## config.mk

```make
export PLATFORM = sky130hd
export DESIGN_NAME = maquina_estados_ctrl_flat
export DESIGN_NICKNAME = d
export VERILOG_FILES = /design/src/rtl/maquina_estados_ctrl_pkg.sv /design/src/rtl/maquina_estados_ctrl_if.sv /design/src/rtl/maquina_estados_ctrl_umbral_regs.sv /design/src/rtl/maquina_estados_ctrl.sv /design/src/flat_wrapper.sv
export SDC_FILE = /design/constraint.sdc
export NUM_CORES = 1
export LEC_CHECK = 0
export BUFFER_PORTS_ARGS = -buffer_cell sky130_fd_sc_hd__buf_2
export CAP_MARGIN = 40
export CORE_MARGIN = 4
export CORE_UTILIZATION = 47
export CTS_CLUSTER_SIZE = 30
export DETAILED_ROUTE_END_ITERATION = 7
export PLACE_DENSITY = 0.81
export SYNTH_ARGS = -nofsm -noshare
export SYNTH_HDL_FRONTEND = slang
export SYNTH_SLANG_ARGS = --single-unit
```

## constraint.sdc

```tcl
create_clock -name clk -period 2.9 [get_ports clk]
set_clock_uncertainty 0.2 [all_clocks]
set_input_delay 0.435 -clock clk [delete_from_list [all_inputs] [get_ports clk]]
set_output_delay 0.435 -clock clk [all_outputs]
set_load 0.05 [all_outputs]
```

## src/rtl/maquina_estados_ctrl_pkg.sv

```systemverilog
`default_nettype none
// +--------------------------------------------------------------------+
// | maquina_estados_ctrl_pkg : shared types/constants for control FSM  |
// | Rev 1.0                                                            |
// +--------------------------------------------------------------------+
package maquina_estados_ctrl_pkg;

  localparam int TH_W = 3;
  localparam logic [TH_W-1:0] AF_DEF = 3'd6;
  localparam logic [TH_W-1:0] AE_DEF = 3'd1;

  localparam int NUM_FIFO   = 5;
  localparam int NUM_LANES  = 4;
  localparam int FIFO_IN    = 0;
  localparam int FIFO_LANE0 = 1;

  typedef enum logic [3:0] {
    ST_RESET  = 4'b0001,
    ST_INIT   = 4'b0010,
    ST_IDLE   = 4'b0100,
    ST_ACTIVE = 4'b1000
  } state_e;

  function automatic logic umbral_valid(input logic [TH_W-1:0] af,
                                        input logic [TH_W-1:0] ae);
    return (af != '0) && (ae < af);
  endfunction

endpackage
`default_nettype wire

```

## src/rtl/maquina_estados_ctrl_if.sv

```systemverilog
`default_nettype none
// +--------------------------------------------------------------------+
// | maquina_estados_ctrl_if : config/flag/status bundle of control FSM |
// | Rev 1.0                                                            |
// +--------------------------------------------------------------------+
interface maquina_estados_ctrl_if;
  import maquina_estados_ctrl_pkg::*;

  logic                init;
  logic [TH_W-1:0]     umbral_af_in;
  logic [TH_W-1:0]     umbral_ae_in;
  logic [NUM_FIFO-1:0] fifo_empty;
  logic [NUM_FIFO-1:0] fifo_error;
  logic [3:0]          state;
  logic [TH_W-1:0]     umbral_af;
  logic [TH_W-1:0]     umbral_ae;
  logic                idle;
  logic                error_out;
  logic                cfg_invalid;

  modport master (
    output init, umbral_af_in, umbral_ae_in, fifo_empty, fifo_error,
    input  state, umbral_af, umbral_ae, idle, error_out, cfg_invalid
  );

  modport slave (
    input  init, umbral_af_in, umbral_ae_in, fifo_empty, fifo_error,
    output state, umbral_af, umbral_ae, idle, error_out, cfg_invalid
  );

endinterface
`default_nettype wire

```

## src/rtl/maquina_estados_ctrl_umbral_regs.sv

```systemverilog
`default_nettype none
// +--------------------------------------------------------------------+
// | maquina_estados_ctrl_umbral_regs : threshold regs + validity check |
// | Rev 1.0                                                            |
// +--------------------------------------------------------------------+
module maquina_estados_ctrl_umbral_regs
  import maquina_estados_ctrl_pkg::*;
(
  input  wire logic            clk,
  input  wire logic            reset_L,
  input  wire logic            load_i,
  input  wire logic            in_init_d_i,
  input  wire logic [TH_W-1:0] af_in_i,
  input  wire logic [TH_W-1:0] ae_in_i,
  output logic      [TH_W-1:0] umbral_af_o,
  output logic      [TH_W-1:0] umbral_ae_o,
  output logic                 cfg_ok_o,
  output logic                 cfg_invalid_o
);

  logic [TH_W-1:0] af_q;
  logic [TH_W-1:0] ae_q;
  logic            ok_q;
  logic            ok_d;
  logic            inv_q;
  logic            pair_valid;

  // ok tracks the last pair offered, while af/ae only ever hold valid pairs
  always_comb begin
    pair_valid = umbral_valid(af_in_i, ae_in_i);
    ok_d       = load_i ? pair_valid : ok_q;
  end

  always_ff @(posedge clk) begin
    if (!reset_L) begin
      af_q  <= AF_DEF;
      ae_q  <= AE_DEF;
      ok_q  <= 1'b1;
      inv_q <= 1'b0;
    end else begin
      if (load_i && pair_valid) begin
        af_q <= af_in_i;
        ae_q <= ae_in_i;
      end
      ok_q  <= ok_d;
      inv_q <= in_init_d_i && !ok_d;
    end
  end

  assign umbral_af_o   = af_q;
  assign umbral_ae_o   = ae_q;
  assign cfg_ok_o      = ok_q;
  assign cfg_invalid_o = inv_q;

endmodule
`default_nettype wire

```

## src/rtl/maquina_estados_ctrl.sv

```systemverilog
`default_nettype none
// +--------------------------------------------------------------------+
// | maquina_estados_ctrl : one-hot control FSM for FIFO/arbiter path   |
// | Rev 1.0                                                            |
// +--------------------------------------------------------------------+
module maquina_estados_ctrl
  import maquina_estados_ctrl_pkg::*;
(
  input  wire logic             clk,
  input  wire logic             reset_L,
  maquina_estados_ctrl_if.slave bus
);

  state_e state_q;
  state_e state_d;
  logic   idle_q;
  logic   error_q;
  logic   cfg_ok;
  logic   load;
  logic   any_err;
  logic   any_busy;
  logic   running;

  always_comb begin
    load     = (state_q == ST_INIT) && bus.init;
    any_err  = |bus.fifo_error;
    any_busy = !bus.fifo_empty[FIFO_IN] || !(&bus.fifo_empty[FIFO_LANE0 +: NUM_LANES]);
    running  = (state_q == ST_IDLE) || (state_q == ST_ACTIVE);
  end

  always_comb begin
    state_d = ST_RESET;
    case (state_q)
      ST_RESET:  state_d = ST_INIT;
      ST_INIT:   state_d = (!bus.init && cfg_ok) ? ST_IDLE : ST_INIT;
      ST_IDLE: begin
        if (any_err)       state_d = ST_RESET;
        else if (bus.init) state_d = ST_INIT;
        else if (any_busy) state_d = ST_ACTIVE;
        else               state_d = ST_IDLE;
      end
      ST_ACTIVE: begin
        if (any_err)       state_d = ST_RESET;
        else if (bus.init) state_d = ST_INIT;
        else if (any_busy) state_d = ST_ACTIVE;
        else               state_d = ST_IDLE;
      end
      default:   state_d = ST_RESET;
    endcase
  end

  always_ff @(posedge clk) begin
    if (!reset_L) begin
      state_q <= ST_RESET;
      idle_q  <= 1'b0;
      error_q <= 1'b0;
    end else begin
      state_q <= state_d;
      idle_q  <= (state_d == ST_IDLE);
      if (running && any_err) begin
        error_q <= 1'b1;
      end
    end
  end

  maquina_estados_ctrl_umbral_regs u_umbral_regs (
    .clk           (clk),
    .reset_L       (reset_L),
    .load_i        (load),
    .in_init_d_i   (state_d == ST_INIT),
    .af_in_i       (bus.umbral_af_in),
    .ae_in_i       (bus.umbral_ae_in),
    .umbral_af_o   (bus.umbral_af),
    .umbral_ae_o   (bus.umbral_ae),
    .cfg_ok_o      (cfg_ok),
    .cfg_invalid_o (bus.cfg_invalid)
  );

  assign bus.state     = state_q;
  assign bus.idle      = idle_q;
  assign bus.error_out = error_q;

endmodule
`default_nettype wire

```

## src/flat_wrapper.sv

```systemverilog
// flat-port wrapper written by rule: the top's interface ports become plain ports
module maquina_estados_ctrl_flat import maquina_estados_ctrl_pkg::*;
  (clk, reset_L, bus_init, bus_umbral_af_in, bus_umbral_ae_in, bus_fifo_empty, bus_fifo_error, bus_state, bus_umbral_af, bus_umbral_ae, bus_idle, bus_error_out, bus_cfg_invalid);
  maquina_estados_ctrl_if bus_i ();
  input  wire logic clk;
  input  wire logic reset_L;
  input wire logic [$bits(bus_i.init)-1:0] bus_init;
  input wire logic [$bits(bus_i.umbral_af_in)-1:0] bus_umbral_af_in;
  input wire logic [$bits(bus_i.umbral_ae_in)-1:0] bus_umbral_ae_in;
  input wire logic [$bits(bus_i.fifo_empty)-1:0] bus_fifo_empty;
  input wire logic [$bits(bus_i.fifo_error)-1:0] bus_fifo_error;
  output wire logic [$bits(bus_i.state)-1:0] bus_state;
  output wire logic [$bits(bus_i.umbral_af)-1:0] bus_umbral_af;
  output wire logic [$bits(bus_i.umbral_ae)-1:0] bus_umbral_ae;
  output wire logic [$bits(bus_i.idle)-1:0] bus_idle;
  output wire logic [$bits(bus_i.error_out)-1:0] bus_error_out;
  output wire logic [$bits(bus_i.cfg_invalid)-1:0] bus_cfg_invalid;
  assign bus_i.init = bus_init;
  assign bus_i.umbral_af_in = bus_umbral_af_in;
  assign bus_i.umbral_ae_in = bus_umbral_ae_in;
  assign bus_i.fifo_empty = bus_fifo_empty;
  assign bus_i.fifo_error = bus_fifo_error;
  assign bus_state = bus_i.state;
  assign bus_umbral_af = bus_i.umbral_af;
  assign bus_umbral_ae = bus_i.umbral_ae;
  assign bus_idle = bus_i.idle;
  assign bus_error_out = bus_i.error_out;
  assign bus_cfg_invalid = bus_i.cfg_invalid;
  maquina_estados_ctrl u_core (.clk(clk), .reset_L(reset_L), .bus(bus_i));
endmodule
```

==> impl_metrics.ini <==
[outcome]
status = complete, no violations

[layout]
register_area_sq_um = 280
fin_nets = 129
area_growth_pct = 27.6
num_antenna_cells = 0
multi_input_area_sq_um = 385
design_area_sq_um = 873
mostFrequentLayoutCells = buf_2, dfxtp_1, nor2_1, nand2_1, mux2i_1
final_layout_size_suffix_gt1_share_pct = 37.7
fill_cells = 128
final_common_cell = buf_2

[setup_path]
path_buf_inv = 0
slowest_stage = a2111oi_4
path_class = reg2reg
cp_cell_sequence = nor4b_4, nand2_2, a2111oi_4, mux2i_1
cp_max_fo = 8
critical_path.endpoint_type = flip-flop
start_kind = flip-flop
cpLargestDelayFamily = compound AO/OA/AOI/OAI gates
cp_data_required_time_ns = 2.91
crit_path_max_incr_delay_ns = 0.62
cp.arrival_ns = 2.04

[synthesis]
synth_seq_cells = 14
synth_warnings = 0
yosysUniqueCellTypes = 26
synthFlopType = dfxtp_1
synth_cells = 74
ys_seq_area_share_pct = 41.0
syn_area_sq_um = 684
syn_area_per_cell_sq_um = 9.25
synth_edf_count = 0
syn_nets = 95
async_flop_share_pct = 0

[run]
maxCapViolCount = 0

[grt]
grt_pass1_vias = 595
grt_pass1_wl_microns = 2530
grt_usage_pct = 16.7
antenna_found_initial = 0
grt_max_degree = 13
gr-total-overflow = 0

[cts]
clock_latency_ns = 0.28
cts_tree = done
hold_buffers = 0
cts_setup_buffers = 0
cts_buffers = 3
cts_resized = 0
clkTransAtPathRegs_ns = 0.08
cts.sinks = 14
clock-root-buffer = clkbuf_4
cts-htree-levels = 1
clockBufferDepth = 2

[sta]
hold_viol = 0
max_slew_margin_pct = 55.0
fmax_ghz = 0.493
rsz0062_at_grt = false
setup_viol = 0
fin_crit_sh_pct = 69.9
min_period_ns = 2.03
slew_viol_final = 0
fin_tns_setup_ns = 0
worst_slew_pin_slew_ns = 0.676

[floorplan]
die_height_microns = 46.2
initial_core_util_pct = 51.3
num_io_pins = 32
die_area_sq_mm = 0.00213
row_count = 13
core_region_area_sq_mm = 0.00133
die_w_microns = 46.2

[drt]
vias = 638
antenna_left = 0
routed_wl_microns = 1590
drcViolationCount = 0
via_per_inst = 5.27
first_pass_iters = 4
drt_iter0_drc = 12
wire_per_inst_microns = 13.1

[placed_design]
gp_congestion = 0.782
placed_area_sq_um = 851
hpwl_microns = 1300
numPortBuffers = 31

[power_and_ir_drop]
powerDensity_mw_per_mm2 = 469
p_leak_nw = 0.388
vdd_drop_max_uv = 276

[worst_hold_path]
hold_class = in2reg
## per-stage QoR
step                      power (mW)  hold WS, ns  util, %  setup slack (ns)  instances
after floorplan                0.275        0.265        -             0.728         74
after global placement         0.302        0.243     63.8             0.713        118
after detailed placement       0.304        0.248     63.8             0.606        118
after CTS                      0.414        0.201     65.5             0.849        121
after global routing           0.430        0.220     65.5             0.735        121
final                          0.409        0.209     65.5             0.872        121
## final timing paths
kind                                       start                                  end  slack, ns  depth (start not counted)
max                          u_core.bus.state[0]  u_core.u_umbral_regs.umbral_ae_o[2]       0.87                          4
min                          bus_umbral_ae_in[1]  u_core.u_umbral_regs.umbral_ae_o[1]       0.21                          3
max reg2reg                  u_core.bus.state[0]  u_core.u_umbral_regs.umbral_ae_o[2]       0.87                          4
min reg2reg  u_core.u_umbral_regs.umbral_ae_o[1]  u_core.u_umbral_regs.umbral_ae_o[1]       0.26                          2
## tightest hold or removal path: cells and delay by family
kind,cells,cell delay [ns]
AND/OR/NAND/NOR,1,0.05
buffers and inverters,1,0.11
multiplexers,1,0.05
## state kept, by name, summed over array words and instances, names as in the netlist
| register | count |
|---|---|
| u_core.bus.error_out | 1 |
| u_core.u_umbral_regs.cfg_invalid_o | 1 |
| u_core.u_umbral_regs.cfg_ok_o | 1 |
| u_core.u_umbral_regs.umbral_ae_o | 3 |
| u_core.bus.idle | 1 |
| u_core.bus.state | 4 |
| u_core.u_umbral_regs.umbral_af_o | 3 |
## cell type report
cell class	count	share of cell area [%]
sequential	14	32.1
timing repair buffer	31	17.8
clock buffer	3	2.58
tap	15	2.15
inverter	3	1.29
multi-input combinational	55	44.1
## logic make-up (layout without fill, tap and decap cells)
kind of cell / count (synthesis) / count (layout) / share of synthesized area (%)
compound gates: 8 / 8 / 10.2
mux: 6 / 6 / 8.78
flops: 14 / 14 / 41.0
fa+ha+maj: 2 / 2 / 3.66
buf+inv: 5 / 37 / 2.74
simple gates: 38 / 38 / 32.4
xor+xnor: 1 / 1 / 1.28
## metal layers
layer | global-route usage (%) | wire length, microns | part of all wire [%]
met5 | 0 | 0 | 0
met1 | 17.9 | 612 | 38
met4 | 5.11 | 24 | 1.5
met3 | 4.69 | 61 | 3.8
met2 | 31.0 | 893 | 56
## power breakdown
group / internal [mW] / leakage, nW / switching [mW]
combinational: 0.0345 / 0.260 / 0.0550
clock: 0.0482 / 0.0138 / 0.0618
sequential: 0.200 / 0.114 / 0.0102
total: 0.282 / 0.388 / 0.127
## Yosys cell counts, types with 2 or more instances
cell type	instances	area share, %
dfxtp_1	14	41
nor2_1	11	6.0
nand2_1	9	4.9
mux2i_1	6	8.8
nor3_1	4	2.9
inv_1	3	1.6
a21oi_1	2	1.5
a22oi_1	2	2.2
clkbuf_1	2	1.1
ha_1	2	3.7
nand2b_1	2	1.8
nor4b_1	2	2.6
o21ai_0	2	1.5
Power figures use the tool's default switching activity.
